--- src/rtl/decode_pkg.sv ---
// Shared decode definitions for the decode/issue slice.
// Opcode classes, field positions and the source/destination usage decoder.
package decode_pkg;

  localparam logic [3:0] CLS_ALUR   = 4'h0;
  localparam logic [3:0] CLS_ALUI   = 4'h8;
  localparam logic [3:0] CLS_LOAD   = 4'h9;
  localparam logic [3:0] CLS_STORE  = 4'h5;
  localparam logic [3:0] CLS_BRANCH = 4'h2;
  localparam logic [3:0] CLS_JAL    = 4'hB;

  localparam int OP_LSB  = 24;
  localparam int RD_LSB  = 20;
  localparam int RS1_LSB = 16;
  localparam int RS2_LSB = 12;

  typedef struct packed {
    logic rd1;
    logic rd2;
    logic wr;
  } dec_t;

  function automatic dec_t decode(input logic [3:0] cls);
    dec_t d;
    d = '0;
    case (cls)
      CLS_ALUR:   d = '{rd1: 1'b1, rd2: 1'b1, wr: 1'b1};
      CLS_ALUI:   d = '{rd1: 1'b1, rd2: 1'b0, wr: 1'b1};
      CLS_LOAD:   d = '{rd1: 1'b1, rd2: 1'b0, wr: 1'b1};
      CLS_STORE:  d = '{rd1: 1'b1, rd2: 1'b1, wr: 1'b0};
      CLS_BRANCH: d = '{rd1: 1'b1, rd2: 1'b1, wr: 1'b0};
      CLS_JAL:    d = '{rd1: 1'b1, rd2: 1'b0, wr: 1'b1};
      default:    d = '0;
    endcase
    return d;
  endfunction

endpackage

--- src/rtl/decode_issue_stage_scoreboard.sv ---
// Busy-bit scoreboard: one bit per architectural register.
// Query outputs already discount a same-cycle writeback.
module decode_issue_stage_scoreboard
  import decode_pkg::*;
#(
  parameter int REG_WIDTH = 4
) (
  input  logic                 clk,
  input  logic                 rst_n,
  input  logic                 set_i,
  input  logic [REG_WIDTH-1:0] set_idx_i,
  input  logic                 wb_we_i,
  input  logic [REG_WIDTH-1:0] wb_idx_i,
  input  logic                 fl_clr_i,
  input  logic [REG_WIDTH-1:0] fl_idx_i,
  input  logic [REG_WIDTH-1:0] q_rs1_i,
  input  logic [REG_WIDTH-1:0] q_rs2_i,
  input  logic [REG_WIDTH-1:0] q_rd_i,
  output logic                 busy_rs1_o,
  output logic                 busy_rs2_o,
  output logic                 busy_rd_o
);

  localparam int NREG = 1 << REG_WIDTH;

  logic [NREG-1:0] busy_q;
  logic [NREG-1:0] busy_d;
  logic [NREG-1:0] eff;
  logic [NREG-1:0] wb_m;
  logic [NREG-1:0] fl_m;
  logic [NREG-1:0] set_m;

  assign wb_m  = wb_we_i  ? (NREG'(1) << wb_idx_i)  : '0;
  assign fl_m  = fl_clr_i ? (NREG'(1) << fl_idx_i)  : '0;
  assign set_m = set_i    ? (NREG'(1) << set_idx_i) : '0;

  assign eff = busy_q & ~wb_m;

  // A younger issue wins over any clear of the same register.
  assign busy_d = (busy_q & ~wb_m & ~fl_m) | set_m;

  assign busy_rs1_o = eff[q_rs1_i];
  assign busy_rs2_o = eff[q_rs2_i];
  assign busy_rd_o  = eff[q_rd_i];

  always_ff @(posedge clk or negedge rst_n) begin
    if (!rst_n) busy_q <= '0;
    else        busy_q <= busy_d;
  end

endmodule

--- src/rtl/decode_issue_stage.sv ---
// Decode/issue stage: field decode, scoreboard hazard stall and
// the ID/EX pipeline register with valid/ready on both sides.
module decode_issue_stage
  import decode_pkg::*;
#(
  parameter int BIT_WIDTH = 32,
  parameter int REG_WIDTH = 4,
  parameter int IMM_WIDTH = 16
) (
  input  logic                 CLK,
  input  logic                 RESET_N,
  input  logic                 IF_VALID,
  output logic                 IF_READY,
  input  logic [BIT_WIDTH-1:0] IF_IR,
  input  logic [BIT_WIDTH-1:0] IF_PC,
  output logic [REG_WIDTH-1:0] RF_SR1,
  output logic [REG_WIDTH-1:0] RF_SR2,
  input  logic [BIT_WIDTH-1:0] RF_SR1OUT,
  input  logic [BIT_WIDTH-1:0] RF_SR2OUT,
  input  logic                 WB_WE,
  input  logic [REG_WIDTH-1:0] WB_DR,
  input  logic                 FLUSH,
  output logic                 EX_VALID,
  input  logic                 EX_READY,
  output logic [7:0]           EX_OP,
  output logic [REG_WIDTH-1:0] EX_DR,
  output logic                 EX_WE,
  output logic [BIT_WIDTH-1:0] EX_A,
  output logic [BIT_WIDTH-1:0] EX_B,
  output logic [BIT_WIDTH-1:0] EX_IMM,
  output logic [BIT_WIDTH-1:0] EX_PC
);

  logic [7:0]           op;
  logic [REG_WIDTH-1:0] rd;
  logic [REG_WIDTH-1:0] rs1;
  logic [REG_WIDTH-1:0] rs2;
  logic [IMM_WIDTH-1:0] imm;
  logic [BIT_WIDTH-1:0] imm_sx;
  dec_t                 dec;

  assign op     = IF_IR[OP_LSB +: 8];
  assign rd     = IF_IR[RD_LSB +: REG_WIDTH];
  assign rs1    = IF_IR[RS1_LSB +: REG_WIDTH];
  assign rs2    = IF_IR[RS2_LSB +: REG_WIDTH];
  assign imm    = IF_IR[IMM_WIDTH-1:0];
  assign imm_sx = {{(BIT_WIDTH-IMM_WIDTH){imm[IMM_WIDTH-1]}}, imm};
  assign dec    = decode(op[7:4]);

  assign RF_SR1 = rs1;
  assign RF_SR2 = rs2;

  logic                 ex_valid_q;
  logic [7:0]           ex_op_q;
  logic [REG_WIDTH-1:0] ex_dr_q;
  logic                 ex_we_q;
  logic [BIT_WIDTH-1:0] ex_a_q;
  logic [BIT_WIDTH-1:0] ex_b_q;
  logic [BIT_WIDTH-1:0] ex_imm_q;
  logic [BIT_WIDTH-1:0] ex_pc_q;

  logic b1, b2, bd;
  logic hazard;
  logic slot_free;
  logic accept;
  logic fl_clr;

  assign hazard = IF_VALID &
                  ((dec.rd1 & b1) | (dec.rd2 & b2) | (dec.wr & bd));

  assign slot_free = ~ex_valid_q | EX_READY;
  assign IF_READY  = RESET_N & slot_free & ~hazard & ~FLUSH;
  assign accept    = IF_VALID & IF_READY;

  // A flushed instruction still parked in EX will never write back.
  assign fl_clr = FLUSH & ex_valid_q & ex_we_q & ~EX_READY;

  decode_issue_stage_scoreboard #(
    .REG_WIDTH (REG_WIDTH)
  ) u_sb (
    .clk        (CLK),
    .rst_n      (RESET_N),
    .set_i      (accept & dec.wr),
    .set_idx_i  (rd),
    .wb_we_i    (WB_WE),
    .wb_idx_i   (WB_DR),
    .fl_clr_i   (fl_clr),
    .fl_idx_i   (ex_dr_q),
    .q_rs1_i    (rs1),
    .q_rs2_i    (rs2),
    .q_rd_i     (rd),
    .busy_rs1_o (b1),
    .busy_rs2_o (b2),
    .busy_rd_o  (bd)
  );

  always_ff @(posedge CLK or negedge RESET_N) begin
    if (!RESET_N) begin
      ex_valid_q <= 1'b0;
      ex_op_q    <= '0;
      ex_dr_q    <= '0;
      ex_we_q    <= 1'b0;
      ex_a_q     <= '0;
      ex_b_q     <= '0;
      ex_imm_q   <= '0;
      ex_pc_q    <= '0;
    end else if (FLUSH) begin
      ex_valid_q <= 1'b0;
    end else if (accept) begin
      ex_valid_q <= 1'b1;
      ex_op_q    <= op;
      ex_dr_q    <= rd;
      ex_we_q    <= dec.wr;
      ex_a_q     <= RF_SR1OUT;
      ex_b_q     <= RF_SR2OUT;
      ex_imm_q   <= imm_sx;
      ex_pc_q    <= IF_PC;
    end else if (EX_READY) begin
      ex_valid_q <= 1'b0;
    end
  end

  assign EX_VALID = ex_valid_q;
  assign EX_OP    = ex_op_q;
  assign EX_DR    = ex_dr_q;
  assign EX_WE    = ex_we_q;
  assign EX_A     = ex_a_q;
  assign EX_B     = ex_b_q;
  assign EX_IMM   = ex_imm_q;
  assign EX_PC    = ex_pc_q;

endmodule

--- config.mk ---
export PLATFORM = sky130hd
export DESIGN_NAME = decode_issue_stage
export DESIGN_NICKNAME = d
export VERILOG_FILES = /design/src/rtl/decode_pkg.sv /design/src/rtl/decode_issue_stage_scoreboard.sv /design/src/rtl/decode_issue_stage.sv
export SDC_FILE = /design/constraint.sdc
export NUM_CORES = 1
export LEC_CHECK = 0
export CAP_MARGIN = 25
export CORE_ASPECT_RATIO = 1.1
export CORE_MARGIN = 2
export CORE_UTILIZATION = 42
export DETAILED_ROUTE_END_ITERATION = 16
export GPL_TIMING_DRIVEN = 0
export PLACE_DENSITY = 0.84
export SETUP_SLACK_MARGIN = 0.15
export SLEW_MARGIN = 30
export SYNTH_ARGS = -nofsm -noshare
export SYNTH_HDL_FRONTEND = slang
export SYNTH_SLANG_ARGS = --single-unit
--- constraint.sdc ---
create_clock -name CLK -period 2.9 [get_ports CLK]
set_input_delay 0.435 -clock CLK [delete_from_list [all_inputs] [get_ports CLK]]
set_output_delay 0.435 -clock CLK [all_outputs]
set_load 0.02 [all_outputs]
==> results.md <==
* Via count at 5745
* DP Wirelength at 14600 microns
* Top cells by area, synth: dfrtp_1, mux2_1, mux2_2, buf_4, a41o_1
* Syn_area_per_cell at 13.1 sq um
* Switching part of the total power at 0.306
* CTS clk-pin slew, worst paths at 60 ps
* Crit path launch type: input pin
* Synth warnings at 0
* Syn_nets at 628
* Number of synthesized flops with an enable pin at 0
* Final hold vios at 0
* Dpl ws at -1190 ps
* Vias in the first global route at approximately 6300
* Clk_lat worst skew at around 420 ps
* Worst setup margin at -172 ps
* Total negative slack at -1970 ps
* Ys async rst share at 1.00
* Post-Syn Instances at 490
* Final nets at 999
* Storage element area at 0.00355 sq mm
* Outcome: complete, but fails checks
* IO Pins at around 290
* FMAX at 326 MHz
* DRC at 0
* Antenna violations before repair at 0
* Mapped Area at 0.00641 sq mm
* Slowest stage cell, crit path: o31a_1
* Gpl congestion at slightly below 1
* Sw power at 2630 uW
* Max clock buf depth at 2
* Violated checks: setup timing
* Die width at 122 microns
* Initial Util at 0.427
* Total gr overflow at 0
* Core area at about 0.015 sq mm
* Max VDD drop at 0.000563 V
* Sequential power share at 0.323
* DRT iter0 DRCs at 472
* Max Cap Viol at 0
* Ys flop type: dfrtp_1
* Share of the synthesized area in the top cell type at 0.554
* Leakage power at 0.00533 uW
* Antenna-violating nets left at 0
* Crit Path Max Fanout at 4
* First-pass GRT wire length at 35800 microns
* Vias per cell at between 5 and 6
* Worst EP arrival at 2640 ps
* Post-synthesis cell type count at 50
* Worst min-delay path class: input pin to flip-flop
* Synth area leader: dfrtp_1
* Die H at 134 microns
* Crit path required time at 2470 ps
* Layout cells sized above 1 at 0.357
* Clock skew at 8.24 ps
* CP Cell Sequence: buf_8 -> nand3b_1 -> buf_4 -> o21ai_4 -> mux2i_1 -> o31a_1 -> a31oi_2 -> nor4_2 -> o31a_1 -> nor4b_4 -> buf_4
* CP Class: input pin to primary output
* Slew HR at 0.522
* Clk pwr share at 0.290
* Critical path's largest stage delay at 340 ps
* Pin count of the biggest net entering global routing at 80
* # rows at 47
* Pwr dens at 711 mW/mm^2
* RSZ-0062 raised after global routing: yes
* Multi-input gate area at 0.00321 sq mm
* Top cells by count, synth: dfrtp_1, mux2_1, mux2_2
* Port Buf Inserts at 282
* Area growth from synthesis to layout at 88.9%
* Die area at 0.0163 sq mm
* # clock sinks at roughly 140
* CTS Buf Count at 17
* Register area share after synthesis at 0.554
* Final setup vio count at 80
* Clock root cell: clkbuf_16
* Number of synthesized register bits at 142
* Fin crit period at 3070 ps
* Tcrit/Tclk final at 1.06
* Tot Pwr at 8610 uW
* GRT Resource Usage Total at 0.290
* Most frequent cell after synthesis: dfrtp_1
* Int Power at 5980 uW
* Util after Layout at 0.808
* Worst Setup End Kind: primary output
* Logic pwr share at 0.387
* Post-DR wirelength/cell at 22.5 microns
* CTS tree: yes
* Initial DRT Pass Iterations at 5
* Ant. Diodes at 0
* H-tree Lvls at 4
* WL final at approximately 24000 microns
* Slew Limit Fails at 0
* Slew @ Worst Pin at between 700 and 800 ps
* Fill count at just over 800
==> critical path, delay by kind of cell <==
family	cells	cell delay, ps
AO/OA/AOI/OAI	4	1050
AND/OR/NAND/NOR	3	550
buffers and inverters	3	490
multiplexers	1	110
==> path summary, 6_finish.rpt <==
path,startpoint,to,slack [ps],cells after the start
setup / recovery,WB_DR[3],IF_READY,-170,11
hold / removal,IF_IR[30],EX_OP[6],480,2
setup reg to reg,u_sb.busy_q[8],u_sb.busy_q[13],10,16
hold reg to reg,EX_IMM[12],EX_IMM[12],510,1
max in group asynchronous,RESET_N,EX_B[5],1560,3
min in group asynchronous,RESET_N,EX_A[9],570,2
==> power groups by stage <==
stage	Sequential (uW)	Combinational, uW	Clock, uW
after floorplan	3280	681	0
after global placement	2710	2680	0
after detailed placement	2740	2730	0
after CTS	2750	3210	2490
after global routing	2830	3460	2600
final	2780	3330	2500
==> metrics by stage <==
step,cell area [sq um],hold WS [ps],cells
4_1_cts,11800,479,1062
5_1_grt,12100,505,1069
3_3_place_gp,9560,466,968
3_5_place_dp,9590,422,969
2_1_floorplan,6490,139,490
6_report,12100,475,1069
==> timing repair <==
item,CTS,global route
hold buffers,1,0
endpoints found under the setup margin,143,134
resized for setup,221,62
pin swaps,21,13
endpoints found under the hold margin,63,0
cloned,13,1
buffers inserted,49,6
==> routing by layer <==
layer  vias to the layer above  track usage  wire, microns
li1                       2500            -              -
met1                      2845        0.333           8810
met2                       333        0.507          12600
met3                        67       0.0830           1720
met4                         0        0.116            840
met5                         -            0              0
==> kinds of logic after synthesis <==
group | share of synthesized area
compound gates | 0.0814
xor+xnor | 0.00137
buf+inv | 0.0591
flops | 0.554
mux | 0.243
simple gates | 0.0609
==> registers in the layout (all words and copies together) (netlist names) <==
register and count:
EX_VALID 1, EX_B 32, u_sb.busy_q 16, EX_A 32, EX_OP 8, EX_IMM 16
EX_DR 4, EX_PC 32, EX_WE 1
==> cells in the final DEF, fill, tap and decap left out, types with 3 or more instances in the layout <==
cell type,netlist,final
o21ai_1,17,4
nand2_1,12,11
clkbuf_1,8,9
clkdlybuf4s50_1,0,269
buf_8,0,14
dfrtp_1,142,142
inv_1,10,10
a31oi_1,6,5
o21ai_2,1,6
nor2b_1,4,4
o21bai_1,5,5
buf_12,0,21
o2111ai_1,3,3
buf_16,0,14
dlymetal6s2s_1,0,4
mux4_2,3,3
nand3_1,11,10
buf_4,26,49
buf_6,7,16
nor2_1,23,23
o21ai_4,0,12
o211ai_1,7,7
mux2i_1,7,7
mux2_4,0,124
o21ai_0,8,4
a41o_1,9,9
nand2b_1,6,4
nor3_1,7,6
clkbuf_16,0,18
bufinv_16,0,6
==> area by class of cell <==
type / instances / area share
Sequential cell: 142 / 0.293
Multi-Input combinational cell: 289 / 0.265
Buffer: 48 / 0.0388
Clock inverter: 11 / 0.0177
Timing Repair Buffer: 353 / 0.324
Clock buffer: 20 / 0.0369
Tap cell: 196 / 0.0202
Inverter: 10 / 0.00310
Power figures use the tool's default switching activity.
